<file path="config.mk">
export PLATFORM = sky130hd
export DESIGN_NAME = instruction_fetch
export DESIGN_NICKNAME = d
export VERILOG_FILES = /design/src/rtl/instruction_fetch.sv
export SDC_FILE = /design/constraint.sdc
export NUM_CORES = 1
export LEC_CHECK = 0
export CAP_MARGIN = 10
export CORE_MARGIN = 4
export CORE_UTILIZATION = 40
export CTS_BUF_LIST = sky130_fd_sc_hd__clkbuf_8
export DETAILED_ROUTE_END_ITERATION = 6
export GPL_ROUTABILITY_DRIVEN = 0
export PLACE_DENSITY = 0.63
export SLEW_MARGIN = 15
export SYNTH_ARGS = -nofsm -noshare
export SYNTH_HDL_FRONTEND = slang
export SYNTH_SLANG_ARGS = --single-unit
</file>
<file path="constraint.sdc">
create_clock -name clk -period 4.48 [get_ports clk]
set_input_delay 0.448 -clock clk [delete_from_list [all_inputs] [get_ports clk]]
set_output_delay 0.448 -clock clk [all_outputs]
set_load 0.01 [all_outputs]
</file>
<file path="src/rtl/instruction_fetch.sv">
// Instruction fetch stage with the IF/ID pipeline register.
// Keeps at most one request outstanding to instruction memory over a req/valid
// handshake. Stall, flush and taken-branch redirects from EX are absorbed here,
// so the decode stage only ever sees instructions that are on the correct path.
module instruction_fetch #(
  parameter logic [31:0] RESET_PC  = 32'h0000_0000,
  parameter logic [31:0] NOP_INSTR = 32'h0000_0013
) (
  input  logic        clk,
  input  logic        rst_n,
  input  logic        Stall,
  input  logic        FlushD,
  input  logic        PCSrcE,
  input  logic [31:0] PCTargetE,
  output logic        imem_req,
  output logic [31:0] imem_addr,
  input  logic [31:0] imem_rdata,
  input  logic        imem_valid,
  output logic [31:0] InstrD,
  output logic [31:0] PCD,
  output logic [31:0] PCPlus4D,
  output logic        ValidD
);

  typedef enum logic [1:0] {
    IDLE  = 2'd0,  // out of reset, no request yet
    FETCH = 2'd1,  // request outstanding at req_addr
    HOLD  = 2'd2,  // one returned instruction parked in the buffer
    DROP  = 2'd3   // request outstanding to an address made stale by a redirect
  } state_t;

  state_t      state;
  logic [31:0] pcf;        // architectural fetch PC
  logic [31:0] req_addr;   // address presented to memory
  logic [31:0] instr_buf;  // instruction parked while decode is stalled
  logic [31:0] pc_buf;     // PC of the parked instruction
  logic        req_q;

  // Redirect targets are word aligned; the low two bits are dropped on capture.
  logic [31:0] target;
  assign target = PCTargetE & ~32'h0000_0003;

  assign imem_req  = req_q;
  assign imem_addr = req_addr;

  // An instruction is handed to IF/ID only when it is on the correct path and
  // decode is free to take it.
  logic        deliver;
  logic [31:0] del_instr;
  logic [31:0] del_addr;

  // Select the instruction (if any) that moves into IF/ID this cycle.
  always_comb begin
    // NOTE: every output of a combinational block gets a default first; a path
    // that leaves one unassigned would infer a latch.
    deliver   = 1'b0;
    del_instr = imem_rdata;
    del_addr  = req_addr;
    unique case (state)
      FETCH: deliver = imem_valid && !PCSrcE && !Stall;
      HOLD: begin
        deliver   = !PCSrcE && !Stall;
        del_instr = instr_buf;
        del_addr  = pc_buf;
      end
      default: deliver = 1'b0;
    endcase
  end

  // Fetch control FSM: PC, request address, request strobe and stall buffer.
  always_ff @(posedge clk or negedge rst_n) begin
    if (!rst_n) begin
      state     <= IDLE;
      pcf       <= RESET_PC;
      req_addr  <= RESET_PC;
      req_q     <= 1'b0;
      // NOTE: the one-entry buffer is reset as well; it is a single register,
      // not a RAM, and a defined value keeps X out of any debug view of it.
      instr_buf <= NOP_INSTR;
      pc_buf    <= RESET_PC;
    end else begin
      // NOTE: sequential state uses non-blocking assignments so every register
      // sees the pre-edge values of the others, independent of statement order.
      unique case (state)
        IDLE: begin
          state <= FETCH;
          req_q <= 1'b1;
        end
        FETCH: begin
          if (imem_valid && PCSrcE) begin
            pcf      <= target;
            req_addr <= target;
          end else if (imem_valid && Stall) begin
            instr_buf <= imem_rdata;
            pc_buf    <= req_addr;
            state     <= HOLD;
            req_q     <= 1'b0;
          end else if (imem_valid) begin
            pcf      <= req_addr + 32'd4;
            req_addr <= req_addr + 32'd4;
          end else if (PCSrcE) begin
            // The memory still owes a response for req_addr; keep the address
            // stable and throw that response away when it arrives.
            pcf   <= target;
            state <= DROP;
          end
        end
        HOLD: begin
          if (PCSrcE) begin
            pcf      <= target;
            req_addr <= target;
            state    <= FETCH;
            req_q    <= 1'b1;
          end else if (!Stall) begin
            pcf      <= pc_buf + 32'd4;
            req_addr <= pc_buf + 32'd4;
            state    <= FETCH;
            req_q    <= 1'b1;
          end
        end
        DROP: begin
          if (PCSrcE) pcf <= target;
          if (imem_valid) begin
            // A redirect arriving together with the stale response wins.
            req_addr <= PCSrcE ? target : pcf;
            state    <= FETCH;
          end
        end
        default: begin
          state <= IDLE;
          req_q <= 1'b0;
        end
      endcase
    end
  end

  // IF/ID register: flush beats stall, stall holds, otherwise load or bubble.
  always_ff @(posedge clk or negedge rst_n) begin
    if (!rst_n) begin
      InstrD   <= NOP_INSTR;
      PCD      <= 32'h0;
      PCPlus4D <= 32'h0;
      ValidD   <= 1'b0;
    end else if (FlushD) begin
      InstrD   <= NOP_INSTR;
      PCD      <= 32'h0;
      PCPlus4D <= 32'h0;
      ValidD   <= 1'b0;
    end else if (!Stall) begin
      if (deliver) begin
        InstrD   <= del_instr;
        PCD      <= del_addr;
        PCPlus4D <= del_addr + 32'd4;
        ValidD   <= 1'b1;
      end else begin
        InstrD   <= NOP_INSTR;
        PCD      <= 32'h0;
        PCPlus4D <= 32'h0;
        ValidD   <= 1'b0;
      end
    end
  end

endmodule

</file>
==> qor.csv <==
stage;metric;value;unit
sta;Post-Route Setup TNS;0;ns
worst_setup_path;R2R Path End;PCPlus4D[28]$_DFFE_PN0P_;
worst_setup_path;reg-to-reg startpoint;state[0]$_DFFE_PN0P_;
clock_tree;total CTS buffers;42;
routing;max layer used;met4;
sta;final hold vios;0;
routing;Met2 Routed Length;20.4;mm
worst_setup_path;Crit. End Element;register;
power_and_ir_drop;combinational share of power;0.410;
floorplanning;die width;187;um
floorplanning;Ports;200;
power_and_ir_drop;switch share;0.425;
sta;RSZ-0062 raised after global routing;false;
worst_setup_path;CP top delay family;adder cells;
logic_synthesis;Yosys Warn Count;0;
place;# port buffers;197;
logic_synthesis;share of synthesized registers carrying an async set or reset;1.00;
worst_setup_path;cells on worst reg2reg path;11;
global_route;GRT Util Overall;0.235;
sta;max-slew headroom at the worst pin;0.254;
worst_setup_path;Crit-path slowest cell;ha_2;
worst_hold_path;HP Class;reg2reg;
sta;Slew Limit Fails;0;
routing;Initial DRT Pass Iterations;6;
logic_synthesis;#FFs+latches synth;226;
global_route;global route overflow;0;
layout;Final #Nets;1622;
worst_hold_path;Hold Path Cell Cnt;2;
logic_synthesis;synth top area cells;dfrtp_1, o21ai_0, mux2_2, nand2_1, mux2i_1;
layout;filler cell count;2986;
logic_synthesis;Yosys top cell by area;dfrtp_1;
floorplanning;initial core utilization;0.406;
clock_tree;CTS tree;built;
worst_setup_path;Worst setup SP type;register;
worst_hold_path;HP Start;InstrD[14]$_DFFE_PN0P_;
power_and_ir_drop;Leak;6.34;nW
power_and_ir_drop;Peak VDD IR;0.280;mV
logic_synthesis;EDFF count, synth;0;
layout;Area growth syn-to-layout;23.7;%
clock_tree;CTS Sinks;226;
clock_tree;Worst-Skew Late Latency;0.56;ns
sta;Final Skew;0.0205;ns
sta;Max Fclk;287;MHz
logic_synthesis;most numerous cell in the Yosys netlist;dfrtp_1;
job;Max-cap violations;0;
power_and_ir_drop;P per Cell Area;595;mW/mm^2
clock_tree;maximum root-to-sink buffer count;3;
worst_setup_path;worst path required time;4.89;ns
power_and_ir_drop;sw power;4.01;mW
outcome;status;completed;
worst_hold_path;sink of the worst hold path;InstrD[14]$_DFFE_PN0P_;
floorplanning;row count;65;
logic_synthesis;Synthesized Nets;1472;
worst_setup_path;CP most frequent cell;inv_1;
global_route;first-pass GRT wire length;66.6;mm
sta;Tcrit/Tclk final;0.777;
power_and_ir_drop;Internal;5.43;mW
routing;DR DRC count;0;
routing;DRT Wirelength;42.3;mm
logic_synthesis;synthesized area;0.0128;mm^2
worst_setup_path;Crit path arrival time;3.89;ns
power_and_ir_drop;Pwr Total;9.45;mW
power_and_ir_drop;Clk pwr share;0.205;
worst_setup_path;reg-to-reg slack, setup;1.0;ns
worst_setup_path;WS Path Type;reg2reg;
sta;worst hold margin;0.476;ns
power_and_ir_drop;Flop pwr share;0.385;
clock_tree;clock root cell;clkbuf_8;
routing;drt first-iter violations;997;
routing;Vias;11700;
worst_setup_path;cells along the critical path;inv_1 -> ha_2 -> mux2i_1 -> inv_1 -> ha_1 -> inv_1 -> a2111oi_4 -> nand4_1 -> nor4b_1 -> xor2_1 -> o21ai_0;
logic_synthesis;Cell variety after synth;75;
floorplanning;total core area;0.0316;mm^2
logic_synthesis;Avg Inst Size Synth;9.21;um^2
logic_synthesis;cell count after synthesis;1394;
routing;mean number of vias per cell;5.90;
worst_setup_path;max incr delay on CP;0.68;ns
sta;Setup Viol. Count Final;0;
routing;WL/cell;21.4;um
routing;metal3 WL;2.86;mm
sta;Worst Max-Slew Pin Slew;1.11;ns
logic_synthesis;sequential cell area fraction in the yosys report;0.441;
worst_setup_path;worst-path fanout max;27;
global_route;number of global-route vias before repair;11500;
global_route;initial antenna violation count;0;
layout;layout cells sized above 1;0.114;
logic_synthesis;main flop type after synthesis;dfrtp_1;
floorplanning;die height;187;um
routing;M1 wire length;17.2;mm
routing;Post-DRT Antenna Nets;0;
global_route;largest net degree at the start of global routing;98;
clock_tree;H-tree levels;2;
logic_synthesis;top post-synthesis cells by count;dfrtp_1, nand2_1, o21ai_0;
worst_setup_path;CP Buf/Inv Count;3;
logic_synthesis;Yosys top cell area share;0.429;
clock_tree;Reg clk slew, reported paths;0.06;ns
floorplanning;Die Area;0.0350;mm^2
clock_tree;Post-CTS Resized;0;
layout;Diodes inserted;0;
place;hpwl dp;28.8;mm
sta;crit path time final;3.48;ns
==> area by class of cell <==
cell class	count	area, um^2	area share
Clock inverter	25	121	0.00764
Tap cell	402	503	0.0316
Clock buffer	50	688	0.0433
Inverter	11	41.3	0.00260
Multi-Input combinational cell	1038	6670	0.419
Timing Repair Buffer	225	2210	0.139
Sequential cell	226	5660	0.356
==> cells by family after synthesis <==
kind of cell / share of synthesized area
AO/OA/AOI/OAI: 0.193
XOR/XNOR: 0.0430
adder cells (fa/ha/maj): 0.00779
buffers and inverters: 0.0436
flip-flops: 0.441
multiplexers: 0.110
AND/OR/NAND/NOR: 0.162
==> worst max path at each step <==
stage,startpoint,to,slack [ns],cells after the start
floorplan,state[0]$_DFFE_PN0P_,PCPlus4D[28]$_DFFE_PN0P_,1.89,12
CTS,state[0]$_DFFE_PN0P_,PCPlus4D[28]$_DFFE_PN0P_,0.95,11
global placement,state[0]$_DFFE_PN0P_,PCPlus4D[28]$_DFFE_PN0P_,1.01,11
finish,state[0]$_DFFE_PN0P_,PCPlus4D[28]$_DFFE_PN0P_,1.0,11
detailed placement,state[0]$_DFFE_PN0P_,PCPlus4D[28]$_DFFE_PN0P_,0.98,11
global route,state[0]$_DFFE_PN0P_,PCPlus4D[30]$_DFFE_PN0P_,0.66,11
==> metal layers <==
| layer | vias to the layer above | global-route usage |
|---|---|---|
| li1 | 5368 | - |
| met1 | 5697 | 0.302 |
| met2 | 479 | 0.390 |
| met3 | 111 | 0.0414 |
| met4 | 0 | 0.105 |
| met5 | - | 0 |
==> power by group through the flow <==
stage,clock [mW],combinational [mW],sequential [mW]
after floorplan,0,2.76,3.20
after global placement,0,3.79,3.61
after detailed placement,0,3.85,3.64
after CTS,1.98,3.87,3.61
after global routing,2.08,4.24,3.73
final,1.94,3.88,3.63
==> tightest hold or removal path: stages (launching register included) <==
cell     delay (ns)
dfrtp_1        0.34
nand2_1        0.05
o21ai_0        0.06
==> sequential cells by signal, indices dropped and copies added (netlist names), 2 cells and up <==
register	count
pc_buf	32
state	2
InstrD	32
PCD	32
instr_buf	32
pcf	32
imem_addr	32
PCPlus4D	30
==> through the flow <==
stage               worst slack (ns)  area, um^2  utilization  instances
floorplan                       1.89       12800            -       1394
global placement                1.01       15100        0.476       1901
detailed placement             0.978       15100        0.476       1901
CTS                            0.952       15900        0.502       1977
global route                   0.665       15900        0.502       1977
finish                         0.999       15900        0.502       1977
==> cell usage in the layout, fill, tap and decap left out, types with 5 or more instances in the layout <==
master           count
and2_1               9
o211ai_1            14
a221oi_1             6
clkbuf_8            50
nor3_1              19
inv_1               31
nand3_1             41
clkdlybuf4s50_1    195
a21oi_1             57
dfrtp_1            220
a222oi_1             6
a22o_1              10
nand3b_1             6
xor2_1              36
nor2_1             100
a31oi_1             40
and4_1               7
and3_1               8
or3_1                6
a41oi_1              6
a32o_1               5
nand2b_1             6
nor4_1               9
nand4_1             23
dfstp_2              6
buf_4               25
o21ai_0            154
a211oi_1             6
ha_1                 6
a21o_1               5
mux2i_1             66
a22oi_1             28
nand2_1            180
mux2_2              67
xnor2_1             27
nor2b_1              5
==> repair_timing <==
| action | 4_1_cts | 5_1_grt |
|---|---|---|
| hold buffers | 1 | 0 |
| hold endpoints to repair | 82 | 0 |
| setup buffers | 0 | 0 |
Note: power is estimated with default switching activity, not from simulation.
